===== config.mk =====
export PLATFORM = sky130hd
export DESIGN_NAME = mult_hilo_ctrl_flat
export DESIGN_NICKNAME = d
export VERILOG_FILES = /design/src/rtl/mult_hilo_ctrl_if.sv /design/src/rtl/mult_hilo_ctrl.sv /design/src/flat_wrapper.sv
export SDC_FILE = /design/constraint.sdc
export NUM_CORES = 1
export LEC_CHECK = 0
export ABC_AREA = 1
export BUFFER_PORTS_ARGS = -buffer_cell sky130_fd_sc_hd__buf_2
export CAP_MARGIN = 15
export CELL_PAD_IN_SITES_DETAIL_PLACEMENT = 1
export CELL_PAD_IN_SITES_GLOBAL_PLACEMENT = 1
export CORE_MARGIN = 2
export CORE_UTILIZATION = 39
export CTS_CLUSTER_DIAMETER = 30
export DETAILED_ROUTE_END_ITERATION = 10
export PLACE_DENSITY_LB_ADDON = 0.1
export SKIP_CTS_REPAIR_TIMING = 1
export SLEW_MARGIN = 20
export SYNTH_ARGS = -nofsm -noshare
export SYNTH_HDL_FRONTEND = slang
export SYNTH_SLANG_ARGS = --single-unit

===== constraint.sdc =====
create_clock -name clk -period 4.15 [get_ports clk]
set_input_delay 0.2075 -clock clk [delete_from_list [all_inputs] [get_ports clk]]
set_output_delay 0.2075 -clock clk [all_outputs]
set_load 0.1 [all_outputs]

===== src/rtl/mult_hilo_ctrl_if.sv =====
// Bundle between the execute stage, the HI/LO sequencer and the shift-add multiplier.
// The slave side is the sequencer; the master side is everything around it.
interface mult_hilo_ctrl_if #(
    parameter int unsigned W = 16
);
    logic           req;
    logic           signed_op;
    logic [W-1:0]   op_a;
    logic [W-1:0]   op_b;
    logic           busy;
    logic           res_valid;
    logic           err;
    logic           rd_sel;
    logic [W-1:0]   rd_data;
    logic           mul_st;
    logic [W-1:0]   mul_a;
    logic [W-1:0]   mul_b;
    logic           mul_idle;
    logic           mul_done;
    logic [2*W-1:0] mul_produto;

    modport master (
        output req, signed_op, op_a, op_b, rd_sel, mul_idle, mul_done, mul_produto,
        input  busy, res_valid, err, rd_data, mul_st, mul_a, mul_b
    );

    modport slave (
        input  req, signed_op, op_a, op_b, rd_sel, mul_idle, mul_done, mul_produto,
        output busy, res_valid, err, rd_data, mul_st, mul_a, mul_b
    );
endinterface


===== src/rtl/mult_hilo_ctrl.sv =====
// MULT/MULTU sequencer: feeds operand magnitudes to an unsigned shift-add multiplier,
// restores the product sign, writes HI/LO and serves MFHI/MFLO reads.
module mult_hilo_ctrl #(
    parameter int unsigned W       = 16,
    parameter int unsigned TIMEOUT = 64
) (
    input logic             clk,
    input logic             rst,
    mult_hilo_ctrl_if.slave bus
);
    localparam int unsigned CntW = (TIMEOUT > 2) ? $clog2(TIMEOUT) : 1;

    typedef enum logic [1:0] {
        StIdle,
        StIssue,
        StWait,
        StFix
    } state_e;

    state_e          state_q;
    logic [W-1:0]    mul_a_q;
    logic [W-1:0]    mul_b_q;
    logic [W-1:0]    hi_q;
    logic [W-1:0]    lo_q;
    logic [2*W-1:0]  prod_q;
    logic            neg_q;
    logic            err_q;
    logic [CntW-1:0] cnt_q;

    logic [W-1:0]    mag_a;
    logic [W-1:0]    mag_b;
    logic            neg_d;
    logic [2*W-1:0]  prod_fixed;
    logic            timeout_hit;

    // |-2^(W-1)| wraps to 2^(W-1), which is exactly right when read as unsigned.
    always_comb begin
        mag_a       = (bus.signed_op && bus.op_a[W-1]) ? -bus.op_a : bus.op_a;
        mag_b       = (bus.signed_op && bus.op_b[W-1]) ? -bus.op_b : bus.op_b;
        neg_d       = bus.signed_op & (bus.op_a[W-1] ^ bus.op_b[W-1]);
        prod_fixed  = neg_q ? -prod_q : prod_q;
        timeout_hit = (cnt_q == CntW'(TIMEOUT - 1));
    end

    always_ff @(posedge clk or posedge rst) begin
        if (rst) begin
            state_q <= StIdle;
            mul_a_q <= '0;
            mul_b_q <= '0;
            hi_q    <= '0;
            lo_q    <= '0;
            prod_q  <= '0;
            neg_q   <= 1'b0;
            err_q   <= 1'b0;
            cnt_q   <= '0;
        end else begin
            unique case (state_q)
                StIdle: begin
                    if (bus.req) begin
                        mul_a_q <= mag_a;
                        mul_b_q <= mag_b;
                        neg_q   <= neg_d;
                        err_q   <= 1'b0;
                        state_q <= StIssue;
                    end
                end
                StIssue: begin
                    if (bus.mul_idle) begin
                        cnt_q   <= '0;
                        state_q <= StWait;
                    end
                end
                StWait: begin
                    cnt_q <= cnt_q + 1'b1;
                    // Done has priority over a timeout landing in the same cycle.
                    if (bus.mul_done) begin
                        prod_q  <= bus.mul_produto;
                        state_q <= StFix;
                    end else if (timeout_hit) begin
                        err_q   <= 1'b1;
                        state_q <= StIdle;
                    end
                end
                StFix: begin
                    {hi_q, lo_q} <= prod_fixed;
                    state_q      <= StIdle;
                end
                default: state_q <= StIdle;
            endcase
        end
    end

    // St is qualified by Idle in the same cycle so the multiplier never misses it.
    assign bus.mul_st    = (state_q == StIssue) && bus.mul_idle;
    assign bus.mul_a     = mul_a_q;
    assign bus.mul_b     = mul_b_q;
    assign bus.busy      = (state_q != StIdle);
    assign bus.res_valid = (state_q == StFix);
    assign bus.err       = err_q;
    assign bus.rd_data   = bus.rd_sel ? hi_q : lo_q;
endmodule


===== src/flat_wrapper.sv =====
// flat-port wrapper written by rule: the top's interface ports become plain ports
module mult_hilo_ctrl_flat 
#(
    parameter int unsigned W       = 16,
    parameter int unsigned TIMEOUT = 64
)
  (clk, rst, bus_req, bus_signed_op, bus_op_a, bus_op_b, bus_rd_sel, bus_mul_idle, bus_mul_done, bus_mul_produto, bus_busy, bus_res_valid, bus_err, bus_rd_data, bus_mul_st, bus_mul_a, bus_mul_b);
  mult_hilo_ctrl_if #(.W(W)) bus_i ();
  input logic clk;
  input logic rst;
  input wire logic [$bits(bus_i.req)-1:0] bus_req;
  input wire logic [$bits(bus_i.signed_op)-1:0] bus_signed_op;
  input wire logic [$bits(bus_i.op_a)-1:0] bus_op_a;
  input wire logic [$bits(bus_i.op_b)-1:0] bus_op_b;
  input wire logic [$bits(bus_i.rd_sel)-1:0] bus_rd_sel;
  input wire logic [$bits(bus_i.mul_idle)-1:0] bus_mul_idle;
  input wire logic [$bits(bus_i.mul_done)-1:0] bus_mul_done;
  input wire logic [$bits(bus_i.mul_produto)-1:0] bus_mul_produto;
  output wire logic [$bits(bus_i.busy)-1:0] bus_busy;
  output wire logic [$bits(bus_i.res_valid)-1:0] bus_res_valid;
  output wire logic [$bits(bus_i.err)-1:0] bus_err;
  output wire logic [$bits(bus_i.rd_data)-1:0] bus_rd_data;
  output wire logic [$bits(bus_i.mul_st)-1:0] bus_mul_st;
  output wire logic [$bits(bus_i.mul_a)-1:0] bus_mul_a;
  output wire logic [$bits(bus_i.mul_b)-1:0] bus_mul_b;
  assign bus_i.req = bus_req;
  assign bus_i.signed_op = bus_signed_op;
  assign bus_i.op_a = bus_op_a;
  assign bus_i.op_b = bus_op_b;
  assign bus_i.rd_sel = bus_rd_sel;
  assign bus_i.mul_idle = bus_mul_idle;
  assign bus_i.mul_done = bus_mul_done;
  assign bus_i.mul_produto = bus_mul_produto;
  assign bus_busy = bus_i.busy;
  assign bus_res_valid = bus_i.res_valid;
  assign bus_err = bus_i.err;
  assign bus_rd_data = bus_i.rd_data;
  assign bus_mul_st = bus_i.mul_st;
  assign bus_mul_a = bus_i.mul_a;
  assign bus_mul_b = bus_i.mul_b;
  mult_hilo_ctrl #(.W(W), .TIMEOUT(TIMEOUT)) u_core (.clk(clk), .rst(rst), .bus(bus_i));
endmodule

==> qor.csv <==
stage;metric;value;unit
job;maxcap violations;0;
timing;WHS;58.8;ps
placement;half-perimeter wire length after placement;13.7;mm
power_and_ir_drop;Pint;2780;uW
synth;flops & latches, synth;106;
route;via count;5866;
global_routing;vias in the first global route;6193;
route;routed wl met3;791;um
route;post-route ant nets;0;
synth;prevailing post-synth register cell;dfrtp_1;
timing;clock skew;4.65;ps
timing;Final min period;3040;ps
hold_path;hold path endpoint;u_core.prod_q[12]$_DFFE_PP0P_;
synth;YS warnings;0;
timing;setup tns final;0;ps
placement;I/O Buffers;122;
synth;number of synthesized flops with an enable pin;0;
timing;final worst-path cycle share;73.2;%
route;Post-Route WL;18.6;mm
floorplanning;Rows;45;
hold_path;Hold Path Class;input port to flop;
power_and_ir_drop;Pleak;0.00364;uW
route;Via-to-Cell Ratio;5.17;
worst_setup_path;critical path type;flop to output pin;
global_routing;largest net degree at the start of global routing;79;
hold_path;WHS Path Cells;3;
worst_setup_path;worst reg2reg path depth;4;
synth;Seq/Total Area, Yosys;44.6;%
synth;syn_nets;909;
worst_setup_path;critical path endpoint category;output pin;
synth;Async S/R FF share, synth;100;%
power_and_ir_drop;Power Density;927;nW/um^2
status;status;complete, no violations;
route;WL met2;9.54;mm
synth;Syn Inst Count;834;
timing;Worst Max-Slew Pin Slew;1060;ps
clock_network;Clk pin slew, worst setup/hold paths;70;ps
clock_network;root buffer cell;clkbuf_16;
power_and_ir_drop;Gate power share;56.8;%
timing;fmax;0.329;GHz
timing;number of setup violations in the final report;0;
cells_and_area;# diodes;0;
timing;relative slew slack;29.5;%
clock_network;CTS Buffer Depth;2;
floorplanning;Die W;128;um
cells_and_area;Net count, final;1018;
power_and_ir_drop;Clock power frac;14.3;%
route;DRT Pass-1 Iters;4;
hold_path;hold_sp;bus_mul_produto[12];
timing;RSZ-0062 raised after global routing;false;
synth;area of the mapped netlist;5950;um^2
clock_network;Worst-Skew Late Latency;350;ps
cells_and_area;commonest non-fill, non-tap cell in the layout;nand2_1;
floorplanning;die area;16300;um^2
worst_setup_path;r2r setup slk;1860;ps
route;M1 wire length;7.86;mm
cells_and_area;most frequent cells in the layout;288 x nand2_1, 122 x buf_2, 106 x dfrtp_1, 93 x nand3_1, 85 x inv_1;
route;Highest Signal Layer;met5;
timing;fin. max-slew vios;0;
floorplanning;Initial Utilization;39.6;%
floorplanning;core region area;15000;um^2
floorplanning;I/O pins;123;
worst_setup_path;peak fanout along the critical path;36;
global_routing;first-pass GRT wire length;30.8;mm
floorplanning;Die H;128;um
worst_setup_path;reg2reg start;u_core.state_q[0]$_DFFE_PP0P_;
global_routing;Congestion Overflow GR;0;
clock_network;# H-tree levels;3;
route;Avg WL per Cell;16.4;um
synth;Avg Cell Area, Syn;7.14;um^2
synth;Synth cell types;30;
cells_and_area;fill count;1989;
cells_and_area;register area;2650;um^2
power_and_ir_drop;Sw Share;57.1;%
global_routing;GRT Util Overall;23.9;%
power_and_ir_drop;Worst VDD drop;0.514;mV
cells_and_area;share of cells above drive strength 1;17.3;%
timing;hold violation count in the final report;0;
clock_network;CTS tree;built;
clock_network;clk sinks;106;
cells_and_area;Area growth syn-to-layout;17.4;%
worst_setup_path;R2R Path End;u_core.lo_q[11]$_DFFE_PP0P_;
power_and_ir_drop;Sequential Power Share;28.9;%
placement;Routability Congestion;0.862;
worst_setup_path;crit path DAT;2830;ps
route;DRC violations left;0;
power_and_ir_drop;switching pwr;3700;uW
clock_network;Inserted Clock Buffers;9;
worst_setup_path;crit start category;flop;
worst_setup_path;Worst Path Required;3940;ps
route;DR iter-0 viols;264;
cells_and_area;area taken by multi-input logic gates;2820;um^2
global_routing;antenna violations before repair;2;
-- critical path, cell delays in order (launching register included) --
cell and delay [ps]:
dfrtp_1 410, nand2_1 640, inv_2 830, buf_2 550
-- worst max-delay path by stage --
| stage | slack (ps) | start | endpoint |
|---|---|---|---|
| after floorplan | 1150 | rst | u_core.bus.err$_DFFE_PP0P_ |
| after global placement | 1580 | u_core.state_q[1]$_DFFE_PP0P_ | bus_res_valid |
| after detailed placement | 1530 | u_core.state_q[0]$_DFFE_PP0P_ | bus_res_valid |
| after CTS | 1120 | u_core.state_q[0]$_DFFE_PP0P_ | bus_res_valid |
| after global routing | 920 | u_core.state_q[0]$_DFFE_PP0P_ | bus_res_valid |
| final | 1110 | u_core.state_q[0]$_DFFE_PP0P_ | bus_res_valid |
-- power by group through the flow --
stage	clock network, uW	registers (uW)	logic, uW
after detailed placement	0	1880	3690
final	926	1880	3680
after global routing	988	1950	3990
after floorplan	0	2850	1940
after global placement	0	1870	3600
after CTS	951	1880	3710
-- cell families after synthesis --
kind of cell	after synthesis	share of synthesized area, %
buf+inv	118	8.13
fa+ha+maj	4	0.841
flops	106	44.6
compound gates	111	9.88
simple gates	475	33.4
xor+xnor	14	2.06
mux	6	1.13
-- area by class of cell --
cell class / count / share of cell area [%]
inverter: 91 / 4.92
multi-input combinational: 610 / 40.3
tap: 188 / 3.37
clock buffer: 11 / 3.47
clock inverter: 3 / 0.931
sequential: 106 / 38.0
timing repair buffer: 125 / 9.06
-- cells in the mapped netlist (3+ instances only) --
master    instances  area (um^2)
nand4_1           6         37.5
o21ai_0          84          420
o21ai_1           7         35.0
ha_1              4         50.1
o211ai_1          5         37.5
clkbuf_1          9         33.8
mux2_2            6         67.6
a21oi_1           7         35.0
inv_1            86          323
buf_2            10         50.1
xor2_1           12          105
inv_2             5         18.8
nand2_2           4         25.0
nand3_1          93          465
buf_4             5         37.5
nand3b_1          3         22.5
nor2_1           71          267
nor2_4            6         67.6
dfrtp_1         106         2650
nand2_1         288         1080
-- routing by layer --
metal | vias up | GRT usage (%)
met2 | 109 | 43.4
met3 | 27 | 4.65
met1 | 2845 | 28.1
li1 | 2883 | -
met5 | - | 0
met4 | 2 | 8.34
-- sequential cells by signal, indices dropped and copies added (netlist names) --
| register | flops |
|---|---|
| u_core.bus.err | 1 |
| u_core.bus.mul_a | 16 |
| u_core.prod_q | 32 |
| u_core.lo_q | 16 |
| u_core.hi_q | 16 |
| u_core.bus.mul_b | 16 |
| u_core.cnt_q | 6 |
| u_core.neg_q | 1 |
| u_core.state_q | 2 |
-- through the flow --
step	utilization, %	setup WS (ps)	total power [uW]	instance area (um^2)	instances
after floorplan	-	1150	4800	5950	834
after global placement	44.4	1580	5470	6680	1120
after detailed placement	44.4	1530	5570	6680	1120
after CTS	46.5	1120	6540	6990	1134
after global routing	46.5	921	6920	6990	1134
final	46.5	1110	6480	6990	1134
(Power assumes the default switching activity.)
